File: config.mk
export PLATFORM = sky130hd
export DESIGN_NAME = fxp2bf_conv
export DESIGN_NICKNAME = d
export VERILOG_FILES = /design/src/rtl/fxp2bf_conv.sv
export SDC_FILE = /design/constraint.sdc
export NUM_CORES = 1
export LEC_CHECK = 0
export ABC_AREA = 1
export CAP_MARGIN = 20
export CORE_MARGIN = 3
export CORE_UTILIZATION = 55
export CTS_BUF_LIST = sky130_fd_sc_hd__clkbuf_2 sky130_fd_sc_hd__clkbuf_4 sky130_fd_sc_hd__clkbuf_8
export DETAILED_ROUTE_END_ITERATION = 12
export GPL_TIMING_DRIVEN = 0
export PLACE_DENSITY = 0.77
export REMOVE_ABC_BUFFERS = 1
export SYNTH_ARGS = -nofsm -noshare
export SYNTH_HDL_FRONTEND = slang
export SYNTH_SLANG_ARGS = --single-unit
File: constraint.sdc
create_clock -name clk -period 4 [get_ports clk]
set_input_delay 1.2 -clock clk [delete_from_list [all_inputs] [get_ports clk]]
set_output_delay 1.2 -clock clk [all_outputs]
set_load 0.05 [all_outputs]
File: src/rtl/fxp2bf_conv.sv
// Signed fixed-point to floating-point converter: a serial leading-one search,
// then round-to-nearest-even, with a valid/ready handshake on both sides.
module fxp2bf_conv #(
    parameter int INT_WIDTH  = 8,
    parameter int FRAC_WIDTH = 7,
    parameter int MAN_WIDTH  = 7,
    parameter int EXP_WIDTH  = 8
) (
    input  logic                  clk,
    input  logic                  rst,
    input  logic                  valid_i,
    output logic                  ready_o,
    input  logic [INT_WIDTH-1:0]  parte_intera,
    input  logic [FRAC_WIDTH-1:0] parte_frazionaria,
    output logic                  valid_o,
    input  logic                  ready_i,
    output logic                  sgn_o,
    output logic [EXP_WIDTH-1:0]  exp_o,
    output logic [MAN_WIDTH-1:0]  mantissa_o,
    output logic                  zero_o,
    output logic                  inexact_o
);

    localparam int W    = INT_WIDTH + FRAC_WIDTH;
    localparam int BIAS = 2**(EXP_WIDTH-1) - 1;
    localparam int PW   = $clog2(W);
    localparam int EW   = W + MAN_WIDTH + 1;
    localparam logic [EXP_WIDTH-1:0] EXP_OFF = EXP_WIDTH'(BIAS - FRAC_WIDTH);
    localparam logic [PW-1:0]        PTR_TOP = PW'(W - 1);

    typedef enum logic [1:0] {S_IDLE, S_SEARCH, S_ROUND, S_DONE} state_t;

    state_t                 r_state, w_state_nxt;
    logic [PW-1:0]          r_ptr;
    logic [W-1:0]           r_mag;
    logic                   r_sgn;

    logic [W-1:0]           w_x, w_mag_in;
    logic                   w_accept;
    logic [W-1:0]           w_norm;
    logic [EW-1:0]          w_ext;
    logic [MAN_WIDTH-1:0]   w_man_t, w_man_r;
    logic                   w_guard, w_sticky, w_inc, w_carry;
    logic [EXP_WIDTH-1:0]   w_exp_t, w_exp_r;

    assign w_x      = {parte_intera, parte_frazionaria};
    assign w_mag_in = w_x[W-1] ? (-w_x) : w_x;
    assign w_accept = valid_i && (r_state == S_IDLE);

    assign ready_o  = (r_state == S_IDLE);
    assign valid_o  = (r_state == S_DONE);

    always_ff @(posedge clk or negedge rst) begin
        if (!rst) r_state <= S_IDLE;
        else      r_state <= w_state_nxt;
    end

    always_comb begin
        w_state_nxt = r_state;
        case (r_state)
            S_IDLE:   if (w_accept) w_state_nxt = (w_mag_in == '0) ? S_DONE : S_SEARCH;
            S_SEARCH: if (r_mag[r_ptr]) w_state_nxt = S_ROUND;
            S_ROUND:  w_state_nxt = S_DONE;
            S_DONE:   if (ready_i) w_state_nxt = S_IDLE;
            default:  w_state_nxt = S_IDLE;
        endcase
    end

    // Normalise so the leading one sits at the MSB; the zero tail supplies
    // right-padding when fewer than MAN_WIDTH bits lie below the leading one.
    assign w_norm   = r_mag << (PTR_TOP - r_ptr);
    assign w_ext    = {w_norm, {(MAN_WIDTH+1){1'b0}}};
    assign w_man_t  = w_ext[EW-2 -: MAN_WIDTH];
    assign w_guard  = w_ext[EW-2-MAN_WIDTH];
    assign w_sticky = |(w_ext << (MAN_WIDTH + 2));
    assign w_inc    = w_guard & (w_sticky | w_man_t[0]);
    assign {w_carry, w_man_r} = {1'b0, w_man_t} + (MAN_WIDTH+1)'(w_inc);
    assign w_exp_t  = EXP_WIDTH'(r_ptr) + EXP_OFF;
    assign w_exp_r  = w_exp_t + EXP_WIDTH'(w_carry);

    always_ff @(posedge clk or negedge rst) begin
        if (!rst) begin
            r_ptr      <= PTR_TOP;
            r_mag      <= '0;
            r_sgn      <= 1'b0;
            sgn_o      <= 1'b0;
            exp_o      <= '0;
            mantissa_o <= '0;
            zero_o     <= 1'b0;
            inexact_o  <= 1'b0;
        end else begin
            case (r_state)
                S_IDLE: begin
                    if (w_accept) begin
                        r_mag <= w_mag_in;
                        r_sgn <= w_x[W-1];
                        r_ptr <= PTR_TOP;
                        if (w_mag_in == '0) begin
                            sgn_o      <= 1'b0;
                            exp_o      <= '0;
                            mantissa_o <= '0;
                            zero_o     <= 1'b1;
                            inexact_o  <= 1'b0;
                        end
                    end
                end
                S_SEARCH: begin
                    if (!r_mag[r_ptr]) r_ptr <= r_ptr - PW'(1);
                end
                S_ROUND: begin
                    sgn_o      <= r_sgn;
                    exp_o      <= w_carry ? w_exp_r : w_exp_t;
                    mantissa_o <= w_carry ? '0 : w_man_r;
                    zero_o     <= 1'b0;
                    inexact_o  <= w_guard | w_sticky;
                end
                default: ;
            endcase
        end
    end

endmodule
==> After elaboration in Yosys (flattened, before gate mapping) <==
Cells that the tools add are included.
{ "word_totals": {"register_bits": 40, "inputBits": 19, "out_inout_bits": 20} }
{ "op_classes": {"n_addsub": 6, "order_cmp": 1, "eq_ne": 8, "n_shift": 1, "muxes": 26, "bitwise": 3, "n_reduce_logical": 10} }
{ "op_table": {"columns": ["cell", "count"], "rows": [
  ["$mux W8", 3],
  ["$mux W7", 3],
  ["$pmux W8 S2", 1],
  ["$logic_not A15 Y1", 1],
  ["$mux W15", 1],
  ["$neg A15 Y15", 1],
  ["$shl A15 B4 Y14", 1],
  ["$pmux W7 S2", 1],
  ["$reduce_and A3 Y1", 3],
  ["$add A4 B7 Y8 const B", 1],
  ["$add A7 B1 Y8", 1],
  ["$add A8 B1 Y8", 1],
  ["$mux W2", 4],
  ["$mux W4", 2],
  ["$pmux W2 S4", 1],
  ["$pmux W4 S2", 1],
  ["$ne A2 B1 Y1 const B", 3],
  ["$pmux W1 S2", 3],
  ["$reduce_or A6 Y1", 1],
  ["$lt A4 B5 Y1 const B", 1],
  ["$mux W1", 5],
  ["$bmux W1 S4", 1],
  ["$eq A2 B2 Y1 const B", 2],
  ["$ne A2 B2 Y1 const B", 2],
  ["9 further kinds", 11]
]} }

==> Depth between registers and ports, before layout <==
Gate-level depths: netlist of run 1.
{ "logic_depth": {"ltp_word": 9, "ltp_mapped": 24, "ltp_nobuf": 22} }

==> Worst setup path before layout of run 1 <==
No wires, ideal clock.
{ "synth_timing": {"path_type": "flip-flop to flip-flop", "startpoint": "register r_ptr[1]", "endpoint": "register exp_o[3]", "setup_ns": 0.066, "t_arrival_ns": 2.793, "path_slack_ns": 1.141, "path_stages_with_launch": 21, "synth_period_minus_slack_ns": 2.859, "cell_sequence": "dfstp_2 > inv_1 > ha_1 > inv_2 > buf_2 > nand3_1 > nand2_1 > nand2_1 > nand3_4 > inv_1 > nand2_1 > nor2_4 > nand2_4 > inv_2 > ha_1 > nand2_1 > ha_1 > nand3b_1 > nand2_1 > nand3_1 > nand2_1"} }
{ "synth_between": {"elab_chain_cells": 9} }
{ "synth_rtl": {"columns": ["element", "line", "text"], "rows": [
  ["start: declaration", "34", "logic [PW-1:0] r_ptr;"],
  ["start signal: assignment", "108", "if (!r_mag[r_ptr]) r_ptr <= r_ptr - PW'(1);"],
  ["$sub A4 B4 Y4", "71", "assign w_norm = r_mag << (PTR_TOP - r_ptr);"],
  ["$shl A15 B4 Y14", "71", null],
  ["$reduce_or A6 Y1", "75", "assign w_sticky = |(w_ext << (MAN_WIDTH + 2));"],
  ["$or A1 B1 Y1", "76", "assign w_inc = w_guard & (w_sticky | w_man_t[0]);"],
  ["$and A1 B1 Y1", "76", null],
  ["$add A7 B1 Y8", "77", "assign {w_carry, w_man_r} = {1'b0, w_man_t} + (MAN_WIDTH+1)'(w_inc);"],
  ["$add A8 B1 Y8", "79", "assign w_exp_r = w_exp_t + EXP_WIDTH'(w_carry);"],
  ["$mux W8 (*)", "112", "exp_o <= w_carry ? w_exp_r : w_exp_t;"],
  ["$pmux W8 S2 (*)", "92", "case (r_state)"],
  ["end signal: assignment", "112", null],
  ["end: declaration", "18", "output logic [EXP_WIDTH-1:0] exp_o,"]
]} }
Every way passes the cells marked *; elsewhere a longest branch is shown, timed or not.
A chain may end at the register's enable or synchronous reset.

==> Worst setup path in the final report of run 1 <==
Same ends and word-level chain as after synthesis.

==> reports/results.txt, run 1 <==
run status: completed
row count: 27
total detailed-routing wirelength: 7370 um
top cell family by delay on the critical path: simple AND/OR/NAND/NOR gates
unrepaired setup endpoints after global routing: no
first-pass GRT wire length: 12800 um
post-synthesis simple-gate area fraction: 0.472
final hold violation count: 0
Synth Register Bits: 39
die height: 83.1 um
clock sink total: 39
period utilisation layout: 0.891
commonest non-fill, non-tap cell in the layout: nand2_1
Mapped Area: 3270 sq um
Initial Utilization: 0.580
ys async rst share: 1.00
final setup violating endpoints: 0
crit path launch type: flop
Slowest cell on crit path: dfstp_2
GR Util All Layers: 0.215
Adder-Cell Fraction of Synth Area: 0.0421
non-filler cells, final: 586
WL per Instance: 12.6 um
Remaining Overflow, GRT: 0
Synth top area share: 0.276
complex-gate fraction of the synthesized area: 0.0654
WP data required: 4.23 ns
initial antenna violation count: 0
crit-path max FO: 15
Leak: 1.88 nW
Ys Warns: 0
crit end category: flop
# fillers: 555
Vias: 3144
Crit path arrival time: 3.79 ns
max frequency: 0.281 GHz
vias in the first global route: 2836
Yosys top cell by area: dfrtp_1
placed instance count: 578
main combinational cell family by area after synthesis: simple AND/OR/NAND/NOR gates
# DRC: 0
Area contributors post-synth: dfrtp_1 28%, nand2_1 20%, nand3_1 13%
Post-synth EDFFs: 0
Clock Latency Late Sink: 0.29 ns
root cell of the clock tree: clkbuf_8
mux contribution to synthesized area: 0
XOR/XNOR Fraction of Synth Area: 0.0241
hpwl dp: 5770 um
largest net degree at the start of global routing: 40
Crit path buffers/inverters: 4
Synth Area per Inst: 6.71 sq um
worst slew pin tran: 0.879 ns
CTS tree: built
CORE AREA: 5640 sq um
CTS H-tree depth: 2
Final GP Congestion: 0.942
Pins Over Slew Limit: 0
Initial DRT Pass Iterations: 4
number of max-cap violations: 0
area grow syn2layout: 12.5%
Slowest Stage Delay on Critical Path: 0.63 ns
IO Port Bufs: 38
Rel. slew slack: 0.414
CTS Buffer Depth: 2
CTS clk-pin slew, worst paths: 0.08 ns
worst-path cell chain: inv_1 -> ha_1 -> inv_2 -> nand3_1 -> nand2_1 -> nand2_1 -> nand3_4 -> inv_2 -> nand2_1 -> nor2_4 -> nand2_4 -> inv_2 -> ha_1 -> nand2_1 -> ha_1 -> nand3b_1 -> nand2_1 -> nand3_1 -> nand2_1
VDD IR max: 0.816 mV
n_diodes: 0
Final Skew: 0.00505 ns
IO Count: 39
CP dominant cell by count: nand2_1
Seq/Total Area, Yosys: 0.300
setup TNS: 0 ns
top_reg_cell synth: dfrtp_1
fraction of layout cells with a size suffix above 1: 0.130
count of cell types in the netlist: 36
min cycle time layout: 3.56 ns
critical path class: reg -> reg
die area: 6910 sq um
P per Cell Area: 910 nW/um^2
Post-CTS Setup Bufs: 0
Mapped Cells: 487
Min-Delay Path Class: reg -> reg
Horiz. Die Dim: 83.1 um
CTS Buf Count: 5
fin nets: 543
post-route ant nets: 0
Vias/cell: 5.37
commonest non-fill, non-tap cells in the layout: 170 x nand2_1, 83 x nand3_1, 37 x clkdlybuf4s50_1, 35 x dfrtp_1, 30 x nor2_1
First DRT Iteration DRCs: 207
[power breakdown]
group	switching (mW)	leakage [nW]	internal [mW]	total, mW
clock	0.143	0.0402	0.121	0.265
sequential	0.169	0.492	0.580	0.749
combinational	1.58	1.35	0.754	2.33
total	1.89	1.88	1.46	3.34
[metal layers]
| metal | share of wire | GRT usage | up-vias |
|---|---|---|---|
| met1 | 0.51 | 0.311 | 1460 |
| met3 | 0.036 | 0.0337 | 6 |
| met5 | 0 | 0 | - |
| li1 | - | - | 1620 |
| met4 | 0.0091 | 0.0371 | 0 |
| met2 | 0.45 | 0.344 | 58 |
[flip-flops by register name, indices dropped and copies added, names as in the netlist]
| signal | cells |
|---|---|
| r_mag | 15 |
| exp_o | 7 |
| mantissa_o | 7 |
| r_ptr | 4 |
| r_state | 2 |
| inexact_o | 1 |
| r_sgn | 1 |
| sgn_o | 1 |
| zero_o | 1 |
[through the flow]
stage | utilization | hold slack [ns] | cell area [sq um] | setup WS (ns) | total power, mW
4_1_cts | 0.652 | 0.479 | 3680 | 0.222 | 3.33
3_3_place_gp | 0.637 | 0.457 | 3590 | 0.318 | 3.02
5_1_grt | 0.652 | 0.520 | 3680 | 0.110 | 3.66
3_5_place_dp | 0.636 | 0.457 | 3590 | 0.246 | 3.06
2_1_floorplan | - | 0.452 | 3120 | 0.836 | 2.52
6_report | 0.652 | 0.473 | 3680 | 0.438 | 3.34
[path summary, 6_finish.rpt]
path / start / endpoint / slack, ns / cells past startpoint
setup / recovery: r_ptr[1] / exp_o[3] / 0.44 / 19
min in group asynchronous: rst / r_mag[0] / 1.03 / 1
hold reg to reg: zero_o / zero_o / 0.47 / 2
setup reg to reg: r_ptr[1] / exp_o[3] / 0.44 / 19
max in group asynchronous: rst / r_ptr[0] / 2.37 / 1
hold / removal: zero_o / zero_o / 0.47 / 2
[cells in the mapped netlist (2+ instances only)]
cell type and n:
a21oi_1 7, a31oi_1 5, buf_2 4, buf_4 4
buf_6 6, clkbuf_1 4, dfrtp_1 36, dfstp_2 3
ha_1 11, inv_1 29, inv_2 11, inv_4 3
nand2_1 170, nand2_2 17, nand2_4 4, nand3_1 83
nand3_2 6, nand3_4 2, nand3b_1 3, nand4_1 2
nor2_1 30, nor2_2 4, nor2_4 3, nor3_1 2
o21ai_0 18, o21ai_1 3, xor2_1 8
[what timing repair did]
item                                    CTS  global route
resized for setup                         0             1
hold buffers                              0             0
endpoints found under the setup margin    0             3
[worst register-to-register path, stage by stage, from the launching register on]
cell      delay [ns]
dfstp_2         0.63
inv_1           0.16
ha_1            0.61
inv_2           0.24
nand3_1         0.14
nand2_1         0.08
nand2_1         0.12
nand3_4         0.10
inv_2           0.07
nand2_1         0.09
nor2_4          0.20
nand2_4         0.08
inv_2           0.07
ha_1            0.18
nand2_1         0.07
ha_1            0.26
nand3b_1        0.15
nand2_1         0.07
nand3_1         0.08
nand2_1         0.08
[logic make-up (layout without fill, tap and decap cells)]
family	after synthesis	after routing
fa+ha+maj	11	11
compound gates	38	38
flops	39	39
simple gates	328	328
buf+inv	62	89
xor+xnor	9	9
[area by class of cell]
type,count,area (sq um),share of cell area
Clock buffer,5,68.8,0.0187
Clock inverter,3,20.0,0.00544
Inverter,43,169,0.0459
Multi-Input combinational cell,386,1970,0.537
Sequential cell,39,981,0.267
Tap cell,72,90.1,0.0245
Timing Repair Buffer,38,375,0.102
Power figures use the tool's default switching activity.
==> run 2: changes to the inputs <==
--- a/config.mk
+++ b/config.mk
@@ -13,6 +13,7 @@
 export DETAILED_ROUTE_END_ITERATION = 12
 export GPL_TIMING_DRIVEN = 0
 export PLACE_DENSITY = 0.77
+export RECOVER_POWER = 100
 export REMOVE_ABC_BUFFERS = 1
 export SYNTH_ARGS = -nofsm -noshare
 export SYNTH_HDL_FRONTEND = slang
==> reports/results.txt, run 2 (synthesized netlist as in run 1, its figures left out) <==
WP data required: 4.18 ns (-0.05 ns)
Placed Area: 3590 sq um (unchanged)
root cell of the clock tree: clkbuf_8
Horiz. Die Dim: 83.1 um (unchanged)
CTS Buf Count: 5 (unchanged)
Reg-to-Reg End: exp_o[3]
Gate power share: 0.694 (-0.003)
non-filler cells, final: 586 (unchanged)
clock sink total: 39 (unchanged)
met2 Use GR: 0.344 (unchanged)
WL per Instance: 12.6 um (about the same)
run status: finished with violations
Post-CTS Setup Bufs: 0 (unchanged)
period utilisation layout: 0.899 (+0.00886)
fin nets: 543 (unchanged)
largest net degree at the start of global routing: 40 (unchanged)
vias in the first global route: 2836 (unchanged)
Worst R2R Path Depth: 19 (unchanged)
Min-Delay Path Class: reg -> reg
Clk pwr share: 0.080 (about the same)
final setup violating endpoints: 0 (unchanged)
reg2reg setup slack: 0.43 ns (about the same)
failing checks: capacitance limit, slew limit
area grow syn2layout: 11.9%
Post-Route Utilization: 0.648 (-0.00333)
Post-CTS Hold Buffers: 0 (unchanged)
CTS Buffer Depth: 2 (unchanged)
final hold violation count: 0 (unchanged)
setup TNS: 0 ns (unchanged)
commonest non-fill, non-tap cell in the layout: nand2_1
total detailed-routing wirelength: 7370 um (about the same)
hold path start: zero_o
critical path class: in -> reg
First DRT Iteration DRCs: 192 (-7.2%)
crit path to: inexact_o
Leak: 1.94 nW (+3.0%)
Vias: 3143 (-0.032%)
row count: 27 (unchanged)
hpwl dp: 5770 um (unchanged)
Clock Latency Late Sink: 0.29 ns (about the same)
n_diodes: 0 (unchanged)
Rel. slew slack: -0.387 (-0.802)
Reg with most FFs: r_mag
worst slew pin tran: 2.08 ns (+1.20 ns)
CTS tree: built
P_int: 1.43 mW (-2.1%)
CTS H-tree depth: 2 (unchanged)
CTS clk-pin slew, worst paths: 0.08 ns (about the same)
fraction of layout cells with a size suffix above 1: 0.121 (-0.00973)
Crit path arrival time: 3.77 ns (-0.02 ns)
Remaining Overflow, GRT: 0 (unchanged)
min cycle time layout: 3.60 ns (+0.0354 ns)
VDD IR max: 0.799 mV (-2.0%)
Final GP Congestion: 0.942 (unchanged)
die area: 6910 sq um (unchanged)
Critical path origin: parte_intera[7]
first-pass GRT wire length: 12800 um (unchanged)
CORE AREA: 5640 sq um (unchanged)
sequential share of power: 0.226 (+0.002)
Final Skew: 0.00563 ns (+0.000581 ns)
biggest regs: r_mag (15), exp_o (7), mantissa_o (7)
initial antenna violation count: 0 (unchanged)
switch share: 0.569 (+0.00453)
max reg flops: 15 (unchanged)
Most Crowded Layer GR: met2
GR Util All Layers: 0.215 (unchanged)
IO Port Bufs: 38 (unchanged)
pre-CTS worst setup slack: 0.246 ns (unchanged)
crit path launch type: primary input
die height: 83.1 um (unchanged)
M3 GR Usage: 0.0337 (unchanged)
crit end category: flop
Initial DRT Pass Iterations: 4 (unchanged)
P per Cell Area: 904 nW/um^2 (-0.58%)
post-route ant nets: 0 (unchanged)
Vias/cell: 5.36 (about the same)
# DRC: 0 (unchanged)
design area: 3660 sq um (-0.51%)
max frequency: 0.278 GHz (-0.98%)
crit-path max FO: 19 (+4)
worst path setup slack after routing: 0.402 ns (-0.0354 ns)
Pins Over Slew Limit: 40 (+40)
commonest non-fill, non-tap cells in the layout: 171 x nand2_1, 84 x nand3_1, 35 x dfrtp_1, 31 x nor2_1, 30 x inv_1
IO Count: 39 (unchanged)
Sw Pwr: 1.88 mW (-0.29%)
Initial Utilization: 0.580 (unchanged)
placed instance count: 578 (unchanged)
unrepaired setup endpoints after global routing: no
worst r2r src: r_ptr[1]
routing usage on met1: 0.311 (unchanged)
number of max-cap violations: 1 (+1)
-- run 2: cell count changes in the layout (fill, tap and decap cells not counted) --
cell	before	now
dlygate4sd3_1	0	23
inv_1	29	30
nand3_1	83	84
nor2_4	3	2
clkdlybuf4s50_1	37	14
inv_4	3	2
nand2_1	170	171
nand2_2	17	16
buf_2	1	0
nand3_2	6	5
o21ai_0	18	20
clkbuf_1	0	1
nor2_1	30	31
o21ai_1	3	1
-- run 2: worst min-delay path by stage --
stage | to | slack [ns] | depth (start not counted)
finish | zero_o | 0.47 | 2
global placement | zero_o | 0.46 | 2
detailed placement | zero_o | 0.46 | 2
floorplan | r_mag[14] | 0.45 | 2
CTS | zero_o | 0.48 | 2
global route | mantissa_o[1] | 0.51 | 2
-- run 2: final cells by class --
type                       instances  area, sq um
timing repair buffer              38          374
clock inverter                     3         20.0
fill                             558         1980
clock buffer                       5         68.8
inverter                          43          166
sequential                        39          981
tap                               72         90.1
multi-input combinational        386         1960
-- run 2: power groups by stage --
stage / clock, mW / sequential, mW / combinational (mW)
final: 0.265 / 0.747 / 2.30
after global routing: 0.290 / 0.775 / 2.56
after CTS: 0.271 / 0.747 / 2.32
after detailed placement: 0 / 0.754 / 2.31
after global placement: 0 / 0.748 / 2.28
after floorplan: 0 / 0.953 / 1.57
-- run 2: worst max-delay path: stages --
cell and delay [ns]:
dlygate4sd3_1 0.92, nand2_1 0.14, xor2_1 0.18, nor2_1 0.12, nand3_1 0.08, nor2_1 0.24
nand3_1 0.19, nand2_4 0.20, inv_1 0.27, nand2_1 0.15, nand2_1 0.07
-- run 2: what timing repair did --
action                                 4_1_cts  5_1_grt
gates resized for setup                      0        1
setup endpoints to repair                    0        3
endpoints found under the hold margin        0        0
-- run 2: layer usage --
layer	vias up	share of wire	wire, um
li1	1618	-	-
met1	1454	0.51	3730
met2	65	0.45	3290
met3	6	0.038	278
met4	0	0.0091	67
met5	-	0	0
-- run 2: stage by stage --
step                      total power [mW]  hold WS (ns)
final                                 3.31         0.470
after global routing                  3.63         0.514
after CTS                             3.33         0.479
after detailed placement              3.06         0.457
after global placement                3.02         0.457
after floorplan                       2.52         0.452
==> run 3: changes to the inputs <==
--- a/config.mk
+++ b/config.mk
@@ -7,11 +7,11 @@
 export LEC_CHECK = 0
 export ABC_AREA = 1
 export CAP_MARGIN = 20
+export CORE_ASPECT_RATIO = 0.5
 export CORE_MARGIN = 3
 export CORE_UTILIZATION = 55
 export CTS_BUF_LIST = sky130_fd_sc_hd__clkbuf_2 sky130_fd_sc_hd__clkbuf_4 sky130_fd_sc_hd__clkbuf_8
 export DETAILED_ROUTE_END_ITERATION = 12
-export GPL_TIMING_DRIVEN = 0
 export PLACE_DENSITY = 0.77
 export RECOVER_POWER = 100
 export REMOVE_ABC_BUFFERS = 1
==> reports/results.txt, run 3 (synthesized netlist as in run 1, its figures left out) <==
unrepaired setup endpoints after global routing: no
M3 GR Usage: 0.0388 (+0.00511)
Crit path arrival time: 3.69 ns (-0.08 ns)
period utilisation layout: 0.877 (-0.0222)
met2 Use GR: 0.354 (+0.00960)
first-pass GRT wire length: 12300 um (-3.9%)
Min-Delay Endpoint: mantissa_o[4]
final setup violating endpoints: 0 (unchanged)
crit end category: flop
hold depth: 2 (unchanged)
row count: 19 (-30%)
CORE AREA: 5610 sq um (-0.55%)
WP data required: 4.19 ns (about the same)
Horiz. Die Dim: 115 um (+38%)
Most Crowded Layer GR: met2
Vias/cell: 5.30 (-1.2%)
post-route ant nets: 0 (unchanged)
Initial Utilization: 0.583 (+0.00323)
First DRT Iteration DRCs: 164 (-15%)
area grow syn2layout: 13.6%
P_int: 1.52 mW (+6.9%)
sequential share of power: 0.217 (-0.009)
worst-path cell chain: dlygate4sd3_1 -> inv_1 -> ha_1 -> nand2_1 -> nor2_1 -> nand3_2 -> nand2_1 -> nand2_1 -> nand2_1 -> nand3_1 -> nor2_1 -> nand3_1 -> nand2_4 -> inv_4 -> nand2_1 -> nand2_1
vias in the first global route: 2743 (-3.3%)
initial antenna violation count: 0 (unchanged)
hold path start: mantissa_o[4]
Reg-to-Reg End: exp_o[2]
die height: 60.5 um (-27%)
hpwl dp: 5510 um (-4.5%)
reg2reg setup slack: 0.76 ns (+0.33 ns)
Vias: 3127 (-0.51%)
largest net degree at the start of global routing: 40 (unchanged)
Rel. slew slack: -0.318 (+0.0690)
Gate power share: 0.682 (-0.012)
GR Util All Layers: 0.218 (+0.00275)
switch share: 0.554 (-0.0151)
Tot Pwr: 3.42 mW (+3.2%)
commonest non-fill, non-tap cell in the layout: nand2_1
PostCTS Resize Cnt: 0 (unchanged)
IO Port Bufs: 38 (unchanged)
P per Cell Area: 920 nW/um^2 (+1.7%)
Post-CTS Setup Bufs: 0 (unchanged)
crit-path max FO: 18 (-1)
Remaining Overflow, GRT: 0 (unchanged)
Worst R2R Path Depth: 20 (+1)
Min-Delay Path Class: reg -> reg
max frequency: 0.285 GHz (+2.5%)
CTS Buffer Depth: 2 (unchanged)
Clk pwr share: 0.101 (+0.021)
CTS tree: built
routing usage on met1: 0.309 (-0.00229)
Slowest cell on crit path: dlygate4sd3_1
Leak: 1.97 nW (+1.8%)
number of max-cap violations: 1 (unchanged)
Post-CTS Hold Buffers: 0 (unchanged)
total detailed-routing wirelength: 7130 um (-3.3%)
Clock Latency Late Sink: 0.29 ns (about the same)
critical path class: in -> reg
CTS H-tree depth: 2 (unchanged)
root cell of the clock tree: clkbuf_8
worst slew pin tran: 1.98 ns (-0.104 ns)
die area: 6960 sq um (+0.82%)
fin nets: 546 (+0.55%)
fraction of layout cells with a size suffix above 1: 0.124 (+0.00317)
commonest non-fill, non-tap cells in the layout: 171 x nand2_1, 83 x nand3_1, 36 x dfrtp_1, 31 x nor2_1, 30 x inv_1
crit path launch type: primary input
n_diodes: 0 (unchanged)
WL per Instance: 12.1 um (-3.9%)
CTS clk-pin slew, worst paths: 0.08 ns (about the same)
Pins Over Slew Limit: 40 (unchanged)
max reg flops: 15 (unchanged)
min cycle time layout: 3.51 ns (-0.0890 ns)
biggest regs: r_mag (15), exp_o (7), mantissa_o (7)
IO Count: 39 (unchanged)
clock sink total: 39 (unchanged)
worst r2r src: r_ptr[1]
Initial DRT Pass Iterations: 4 (unchanged)
Sw Pwr: 1.89 mW (+0.48%)
CP dominant cell by count: nand2_1
failing checks: capacitance limit, slew limit
run status: finished with violations
Final Skew: 0.00255 ns (-0.00308 ns)
CTS Buf Count: 5 (unchanged)
setup TNS: 0 ns (unchanged)
# DRC: 0 (unchanged)
final hold violation count: 0 (unchanged)
VDD IR max: 0.340 mV (-57%)
Final GP Congestion: 0.896 (-4.8%)
Reg with most FFs: r_mag
Slowest Stage Delay on Critical Path: 0.55 ns (-0.37 ns)
==> run 3: stage by stage <==
stage	util	setup WS, ns	instances	hold slack, ns	area [sq um]
after floorplan	-	0.836	468	0.452	3120
after detailed placement	0.644	0.429	582	0.465	3610
after CTS	0.665	0.703	590	0.486	3730
final	0.662	0.491	590	0.475	3710
after global placement	0.644	0.501	582	0.458	3610
after global routing	0.662	0.234	590	0.500	3710
==> run 3: area by class of cell <==
type                            instances  area, sq um
Clock buffer                            6         82.6
Tap cell                               73         91.3
Multi-Input combinational cell        386         1960
Fill cell                             513         1900
Inverter                               43          169
Timing Repair Buffer                   41          393
Clock inverter                          2         35.0
Sequential cell                        39          980
==> run 3: how the worst max path moves through the flow <==
stage / from / endpoint / slack [ns] / cells past startpoint
finish: parte_frazionaria[1] / mantissa_o[3] / 0.49 / 16
global placement: parte_frazionaria[0] / exp_o[2] / 0.50 / 17
floorplan: r_ptr[0] / exp_o[3] / 0.84 / 18
global route: parte_frazionaria[1] / inexact_o / 0.23 / 16
CTS: parte_frazionaria[0] / mantissa_o[3] / 0.70 / 17
detailed placement: parte_frazionaria[0] / mantissa_o[3] / 0.43 / 17
==> run 3: power groups by stage <==
| stage | Clock [mW] | Combinational, mW | Sequential [mW] |
|---|---|---|---|
| finish | 0.345 | 2.33 | 0.742 |
| global route | 0.364 | 2.61 | 0.765 |
| CTS | 0.346 | 2.36 | 0.745 |
| detailed placement | 0 | 2.34 | 0.751 |
| global placement | 0 | 2.31 | 0.748 |
| floorplan | 0 | 1.57 | 0.953 |
==> run 3: layer usage <==
metal	routed length [um]	part of all wire
met5	0	0
met4	45	0.0063
met3	329	0.046
met2	3160	0.44
met1	3590	0.50
==> run 3: worst max-delay path: cells and delay by family <==
family,cells,cell delay (ns)
fa+ha+maj,1,0.19
simple gates,12,1.52
buf+inv,3,0.78
